--- src/rtl/cpu_run_stat_ctrl_pkg.sv ---
// ---------------------------------------------------------------------------
// cpu_stat_pkg
// Shared definitions for the run-control / statistics stage that feeds the
// seven-segment display: the run-control state encoding and the default
// statistics counter width (the display's selections are 16 bits wide).
// ---------------------------------------------------------------------------
package cpu_stat_pkg;

    localparam int DEFAULT_CNT_W = 16;

    typedef enum logic [2:0] {
        IDLE   = 3'd0,
        RUN    = 3'd1,
        STEP   = 3'd2,
        PAUSE  = 3'd3,
        HALTED = 3'd4
    } run_state_e;

endpackage

--- src/rtl/cpu_run_stat_ctrl_if.sv ---
// ---------------------------------------------------------------------------
// cpu_run_stat_if
// Bundles the user controls, the core's retire-time flags and the
// controller's outputs (core enable, halt flag, statistics counters).
//   master : drives go/step_mode and the retire flags, observes the outputs
//   slave  : the run-control stage itself
// ---------------------------------------------------------------------------
interface cpu_run_stat_if
    import cpu_stat_pkg::*;
#(
    parameter int CNT_W = DEFAULT_CNT_W
) ();

    logic             go;
    logic             step_mode;
    logic             instr_valid;
    logic             is_jump;
    logic             is_branch;
    logic             branch_taken;
    logic             is_halt;
    logic             cpu_en;
    logic             halted;
    logic [CNT_W-1:0] Cycles;
    logic [CNT_W-1:0] nocondition_num;
    logic [CNT_W-1:0] condition_num;
    logic [CNT_W-1:0] condition_success_num;

    modport master (
        output go, step_mode, instr_valid, is_jump, is_branch, branch_taken, is_halt,
        input  cpu_en, halted, Cycles, nocondition_num, condition_num, condition_success_num
    );

    modport slave (
        input  go, step_mode, instr_valid, is_jump, is_branch, branch_taken, is_halt,
        output cpu_en, halted, Cycles, nocondition_num, condition_num, condition_success_num
    );

endinterface

--- src/rtl/cpu_run_stat_ctrl_sat_counter.sv ---
// ---------------------------------------------------------------------------
// sat_counter
// W-bit up-counter that sticks at its all-ones maximum instead of wrapping.
//   clk : clock (posedge)
//   rst : synchronous active-high clear
//   inc : count enable for this cycle
//   q   : registered count
// ---------------------------------------------------------------------------
module sat_counter #(
    parameter int W = 16
) (
    input  logic         clk,
    input  logic         rst,
    input  logic         inc,
    output logic [W-1:0] q
);

    function automatic logic [W-1:0] sat_inc(input logic [W-1:0] v);
        if (&v)
            return v;
        else
            return v + 1'b1;
    endfunction

    always_ff @(posedge clk) begin
        if (rst)
            q <= '0;
        else if (inc)
            q <= sat_inc(q);
    end

endmodule

--- src/rtl/cpu_run_stat_ctrl.sv ---
// ---------------------------------------------------------------------------
// cpu_run_stat_ctrl
// Run-control and statistics stage upstream of the seven-segment display.
// Gates the single-cycle core through continuous run, single step, pause and
// halt, and counts enabled cycles plus unconditional / conditional / taken
// control-flow instructions. All outputs are registered.
//   clk : core clock (posedge)
//   rst : synchronous active-high reset
//   bus : cpu_run_stat_if.slave
//         in : go, step_mode, instr_valid, is_jump, is_branch, branch_taken,
//              is_halt
//         out: cpu_en, halted, Cycles, nocondition_num, condition_num,
//              condition_success_num
// ---------------------------------------------------------------------------
module cpu_run_stat_ctrl
    import cpu_stat_pkg::*;
#(
    parameter int CNT_W = DEFAULT_CNT_W
) (
    input  logic            clk,
    input  logic            rst,
    cpu_run_stat_if.slave   bus
);

    logic             go_q;
    logic             go_rise;
    logic             ev;
    logic             halt_ev;
    run_state_e       state;
    run_state_e       state_nxt;
    logic             cpu_en;
    logic             halted;
    logic [CNT_W-1:0] cycles_q;
    logic [CNT_W-1:0] jump_q;
    logic [CNT_W-1:0] branch_q;
    logic [CNT_W-1:0] taken_q;

    assign go_rise = bus.go & ~go_q;
    // Retire flags only mean something while the core is actually enabled.
    assign ev      = cpu_en & bus.instr_valid;
    assign halt_ev = ev & bus.is_halt;

    function automatic run_state_e next_state(input run_state_e s,
                                              input logic       rise,
                                              input logic       single,
                                              input logic       hlt);
        run_state_e n;
        n = s;
        unique case (s)
            IDLE, PAUSE: if (rise) n = single ? STEP : RUN;
            // Halt wins over a simultaneous switch to single-step.
            RUN:         if (hlt) n = HALTED; else if (single) n = PAUSE;
            STEP:        n = hlt ? HALTED : PAUSE;
            HALTED:      n = HALTED;
            default:     n = IDLE;
        endcase
        return n;
    endfunction

    assign state_nxt = next_state(state, go_rise, bus.step_mode, halt_ev);

    // Outputs are decoded from the next state so cpu_en is high during the
    // very cycle the FSM sits in RUN/STEP.
    always_ff @(posedge clk) begin
        if (rst) begin
            go_q   <= 1'b0;
            state  <= IDLE;
            cpu_en <= 1'b0;
            halted <= 1'b0;
        end else begin
            go_q   <= bus.go;
            state  <= state_nxt;
            cpu_en <= (state_nxt == RUN) || (state_nxt == STEP);
            halted <= (state_nxt == HALTED);
        end
    end

    sat_counter #(.W(CNT_W)) u_cycles (
        .clk (clk),
        .rst (rst),
        .inc (cpu_en),
        .q   (cycles_q)
    );

    sat_counter #(.W(CNT_W)) u_jump (
        .clk (clk),
        .rst (rst),
        .inc (ev & bus.is_jump),
        .q   (jump_q)
    );

    sat_counter #(.W(CNT_W)) u_branch (
        .clk (clk),
        .rst (rst),
        .inc (ev & bus.is_branch),
        .q   (branch_q)
    );

    sat_counter #(.W(CNT_W)) u_taken (
        .clk (clk),
        .rst (rst),
        .inc (ev & bus.is_branch & bus.branch_taken),
        .q   (taken_q)
    );

    assign bus.cpu_en                = cpu_en;
    assign bus.halted                = halted;
    assign bus.Cycles                = cycles_q;
    assign bus.nocondition_num       = jump_q;
    assign bus.condition_num         = branch_q;
    assign bus.condition_success_num = taken_q;

endmodule

--- src/flat_wrapper.sv ---
// flat-port wrapper written by rule: the top's interface ports become plain ports
module cpu_run_stat_ctrl_flat import cpu_stat_pkg::*;
#(
    parameter int CNT_W = DEFAULT_CNT_W
)
  (clk, rst, bus_go, bus_step_mode, bus_instr_valid, bus_is_jump, bus_is_branch, bus_branch_taken, bus_is_halt, bus_cpu_en, bus_halted, bus_Cycles, bus_nocondition_num, bus_condition_num, bus_condition_success_num);
  cpu_run_stat_if #(.CNT_W(CNT_W)) bus_i ();
  input  logic clk;
  input  logic rst;
  input wire logic [$bits(bus_i.go)-1:0] bus_go;
  input wire logic [$bits(bus_i.step_mode)-1:0] bus_step_mode;
  input wire logic [$bits(bus_i.instr_valid)-1:0] bus_instr_valid;
  input wire logic [$bits(bus_i.is_jump)-1:0] bus_is_jump;
  input wire logic [$bits(bus_i.is_branch)-1:0] bus_is_branch;
  input wire logic [$bits(bus_i.branch_taken)-1:0] bus_branch_taken;
  input wire logic [$bits(bus_i.is_halt)-1:0] bus_is_halt;
  output wire logic [$bits(bus_i.cpu_en)-1:0] bus_cpu_en;
  output wire logic [$bits(bus_i.halted)-1:0] bus_halted;
  output wire logic [$bits(bus_i.Cycles)-1:0] bus_Cycles;
  output wire logic [$bits(bus_i.nocondition_num)-1:0] bus_nocondition_num;
  output wire logic [$bits(bus_i.condition_num)-1:0] bus_condition_num;
  output wire logic [$bits(bus_i.condition_success_num)-1:0] bus_condition_success_num;
  assign bus_i.go = bus_go;
  assign bus_i.step_mode = bus_step_mode;
  assign bus_i.instr_valid = bus_instr_valid;
  assign bus_i.is_jump = bus_is_jump;
  assign bus_i.is_branch = bus_is_branch;
  assign bus_i.branch_taken = bus_branch_taken;
  assign bus_i.is_halt = bus_is_halt;
  assign bus_cpu_en = bus_i.cpu_en;
  assign bus_halted = bus_i.halted;
  assign bus_Cycles = bus_i.Cycles;
  assign bus_nocondition_num = bus_i.nocondition_num;
  assign bus_condition_num = bus_i.condition_num;
  assign bus_condition_success_num = bus_i.condition_success_num;
  cpu_run_stat_ctrl #(.CNT_W(CNT_W)) u_core (.clk(clk), .rst(rst), .bus(bus_i));
endmodule
--- config.mk ---
export PLATFORM = sky130hd
export DESIGN_NAME = cpu_run_stat_ctrl_flat
export DESIGN_NICKNAME = d
export VERILOG_FILES = /design/src/rtl/cpu_run_stat_ctrl_pkg.sv /design/src/rtl/cpu_run_stat_ctrl_if.sv /design/src/rtl/cpu_run_stat_ctrl_sat_counter.sv /design/src/rtl/cpu_run_stat_ctrl.sv /design/src/flat_wrapper.sv
export SDC_FILE = /design/constraint.sdc
export NUM_CORES = 1
export LEC_CHECK = 0
export CORE_MARGIN = 4
export CORE_UTILIZATION = 51
export DETAILED_ROUTE_END_ITERATION = 7
export PLACE_DENSITY = 0.89
export REMOVE_ABC_BUFFERS = 1
export SLEW_MARGIN = 40
export SYNTH_ARGS = -nofsm -noshare
export SYNTH_HDL_FRONTEND = slang
export SYNTH_SLANG_ARGS = --single-unit
--- constraint.sdc ---
create_clock -name clk -period 1.9 [get_ports clk]
set_input_delay 0.285 -clock clk [delete_from_list [all_inputs] [get_ports clk]]
set_output_delay 0.285 -clock clk [all_outputs]
set_load 0.02 [all_outputs]
==> summary.txt <==
Run status
  – Outcome: complete, no violations

Worst setup path
  – CP Data Required Time: 1620 ps
  – Startpoint Class: register
  – Crit path DAT: 1500 ps
  – Setup CP Type: register to output port
  – CP Max Fanout: 7
  – CP Capture Type: output port

Pwr
  – Pwr dens: 614 mW/mm²
  – VDD IR max: 0.493 mV
  – Tot Pwr: 2.86 mW
  – Leak: 1.58 nW

Timing
  – Worst Max-Slew Pin Slew: 523 ps
  – Worst Hold Slack: 405 ps
  – Final setup viols: 0
  – Achievable Freq: 0.559 GHz
  – Final WS setup: 111 ps
  – Final Max Slew Viols: 0
  – Final period utilization: 94.2%
  – Clock skew: 8.64 ps
  – Hold Vio Cnt, Final: 0
  – Min Tclk post-route: 1790 ps
  – Setup total negative slack: 0 ps
  – Max-slew headroom: 65.1%

Layout
  – N_diodes: 0
  – Commonest non-fill, non-tap cell in the layout: clkdlybuf4s50_1
  – Final net count: 517
  – Share of layout cells above drive strength 1: 12.6%
  – Most frequent cells in the layout: 73 x clkdlybuf4s50_1, 68 x dfxtp_1, 67 x nor2_1
  – Final instance area: 0.00466 mm²
  – P&R area growth vs syn: 35.8%

Clock network
  – Inserted Clock Buffers: 9
  – Total clock sinks: 70
  – H-tree depth: 3
  – Clk slew on worst S/H paths: 70 ps
  – Buffer depth of the longest clock path: 2
  – CTS tree: done
  – Root buf cell: clkbuf_8
  – Clock Latency Late Sink: 340 ps

Synth
  – Netlist cell types: 50
  – FF+latch count, synth: 70
  – Ys Warns: 0
  – Asr flop ratio synth: 0%
  – Synth Flop Type: dfxtp_1
  – Mapped Area: 0.00343 mm²
  – Synth area leaders: dfxtp_1 41%, xnor2_1 8.9%, nor2_1 7.3%
  – Dominant cell type by area after synthesis: dfxtp_1
  – Register area share after synthesis: 40.8%
  – Post-synth EDFFs: 0
  – Avg Cell Area, Syn: 8.65 µm²
  – Post-Syn Instances: 397
  – Yosys top cell area share: 40.8%

Floorplan
  – Cell row count: 29
  – DIE AREA: 0.00811 mm²
  – Die Ht: 90.1 µm
  – Initial Utilization: 53.2%
  – Top-Level Pins: 75
  – Die width: 90.1 µm
  – Core ar.: 0.00646 mm²

Place
  – Placed Area: 0.00446 mm²
  – Place WS: -196 ps
  – Port Buffers: 74
  – DP HPWL: 6090 µm
  – Routability cong.: 0.852

GRT
  – GRT Total Usage: 20.9%
  – Congestion Overflow GR: 0
  – First-pass GRT wire length: 14400 µm
  – Largest net degree at the start of global routing: 41
  – Antenna violations before repair: 0
  – Vias in the first global route: 3277

Routing
  – Vias after detailed routing: 3348
  – Avg WL per Cell: 14.4 µm
  – First drt pass iteration count: 4
  – First-iteration detailed-routing DRC count: 181
  – Antenna Nets Post-Route: 0
  – WL final: 8430 µm
  – DRC viols: 0
  – Via density: 5.72

Hold path
  – Hold WC Path Type: input port to register

Run
  – Max Cap Viol: 0
state kept, by name, indices dropped and copies added (netlist names):
signal	flops
u_core.bus.cpu_en	1
u_core.bus.halted	1
u_core.go_q	1
u_core.state	3
u_core.u_branch.q	16
u_core.u_cycles.q	16
u_core.u_jump.q	16
u_core.u_taken.q	16
kinds of logic after synthesis:
kind of cell | Yosys count | share of synthesized area (%)
compound gates | 43 | 8.16
mux | 4 | 1.20
fa+ha+maj | 4 | 1.46
buf+inv | 17 | 2.00
flops | 70 | 40.8
xor+xnor | 41 | 10.5
simple gates | 218 | 35.9
final timing paths:
check	from	to	depth (start not counted)	slack [ps]
worst max-delay path	u_core.bus.cpu_en$_SDFF_PP0_	bus_cpu_en	2	110
worst min-delay path	rst	u_core.u_taken.q[6]$_SDFFE_PP0P_	2	400
worst max register to register	u_core.u_jump.q[1]$_SDFFE_PP0P_	u_core.u_jump.q[7]$_SDFFE_PP0P_	7	130
worst min register to register	u_core.u_jump.q[1]$_SDFFE_PP0P_	u_core.u_jump.q[1]$_SDFFE_PP0P_	2	530
cell usage after synthesis (2+ instances only):
cell and n:
dfxtp_1 70, nor2_1 67, xnor2_1 35, nand2_1 24, nand3_1 21, nand4_1 20
nor3_1 19, o21ai_0 12, nor4_1 11, a21oi_1 10, clkbuf_1 8, nor2b_1 8
and4_1 7, inv_1 7, nor3b_1 7, or3_1 6, xor2_1 6, a31oi_1 5
nor4b_1 5, a311oi_1 4, and3_1 4, ha_1 4, mux2i_1 3, nor4_4 3
a211oi_1 2, and4b_1 2, nor3_2 2, o2111ai_1 2, o21a_1 2
power by group:
part,leakage (nW),switching [mW],total (mW),internal [mW]
Combinational,0.931,0.128,0.258,0.130
Clock,0.0865,0.530,1.07,0.539
Sequential,0.566,0.0404,1.54,1.50
Total,1.58,0.699,2.86,2.16
layout make-up:
| class | count | area (µm²) |
|---|---|---|
| repair buffers | 106 | 988 |
| multi-input cells | 310 | 1980 |
| clock inverters | 1 | 5.00 |
| fillers | 496 | 1800 |
| inverters | 7 | 26.3 |
| well taps | 77 | 96.3 |
| clock buffers | 14 | 163 |
| flip-flops and latches | 70 | 1400 |
critical path, cell delays in order, from the launching register on:
cell and delay, ps:
dfxtp_2 400, buf_4 170, clkdlybuf4s50_1 600
what timing repair did:
item | CTS | global route
endpoints found under the setup margin | 1 | 3
pin swaps | 0 | 2
setup buffers | 0 | 2
hold buffers | 0 | 0
endpoints found under the hold margin | 0 | 0
gates resized for setup | 1 | 4
layer usage:
layer	wire length [µm]	vias up	part of all wire, %	global-route usage (%)
met2	4250	88	50	36.9
li1	-	1657	-	-
met3	329	14	3.9	4.17
met1	3680	1589	44	24.0
met5	0	-	0	0
met4	167	0	2.0	10.3
per-stage QoR:
stage,utilization (%),cells
detailed placement,69.1,568
global route,72.2,585
global placement,69.1,568
finish,72.2,585
CTS,71.7,583
floorplan,-,387
No activity file was read; power rests on OpenSTA's default activity.
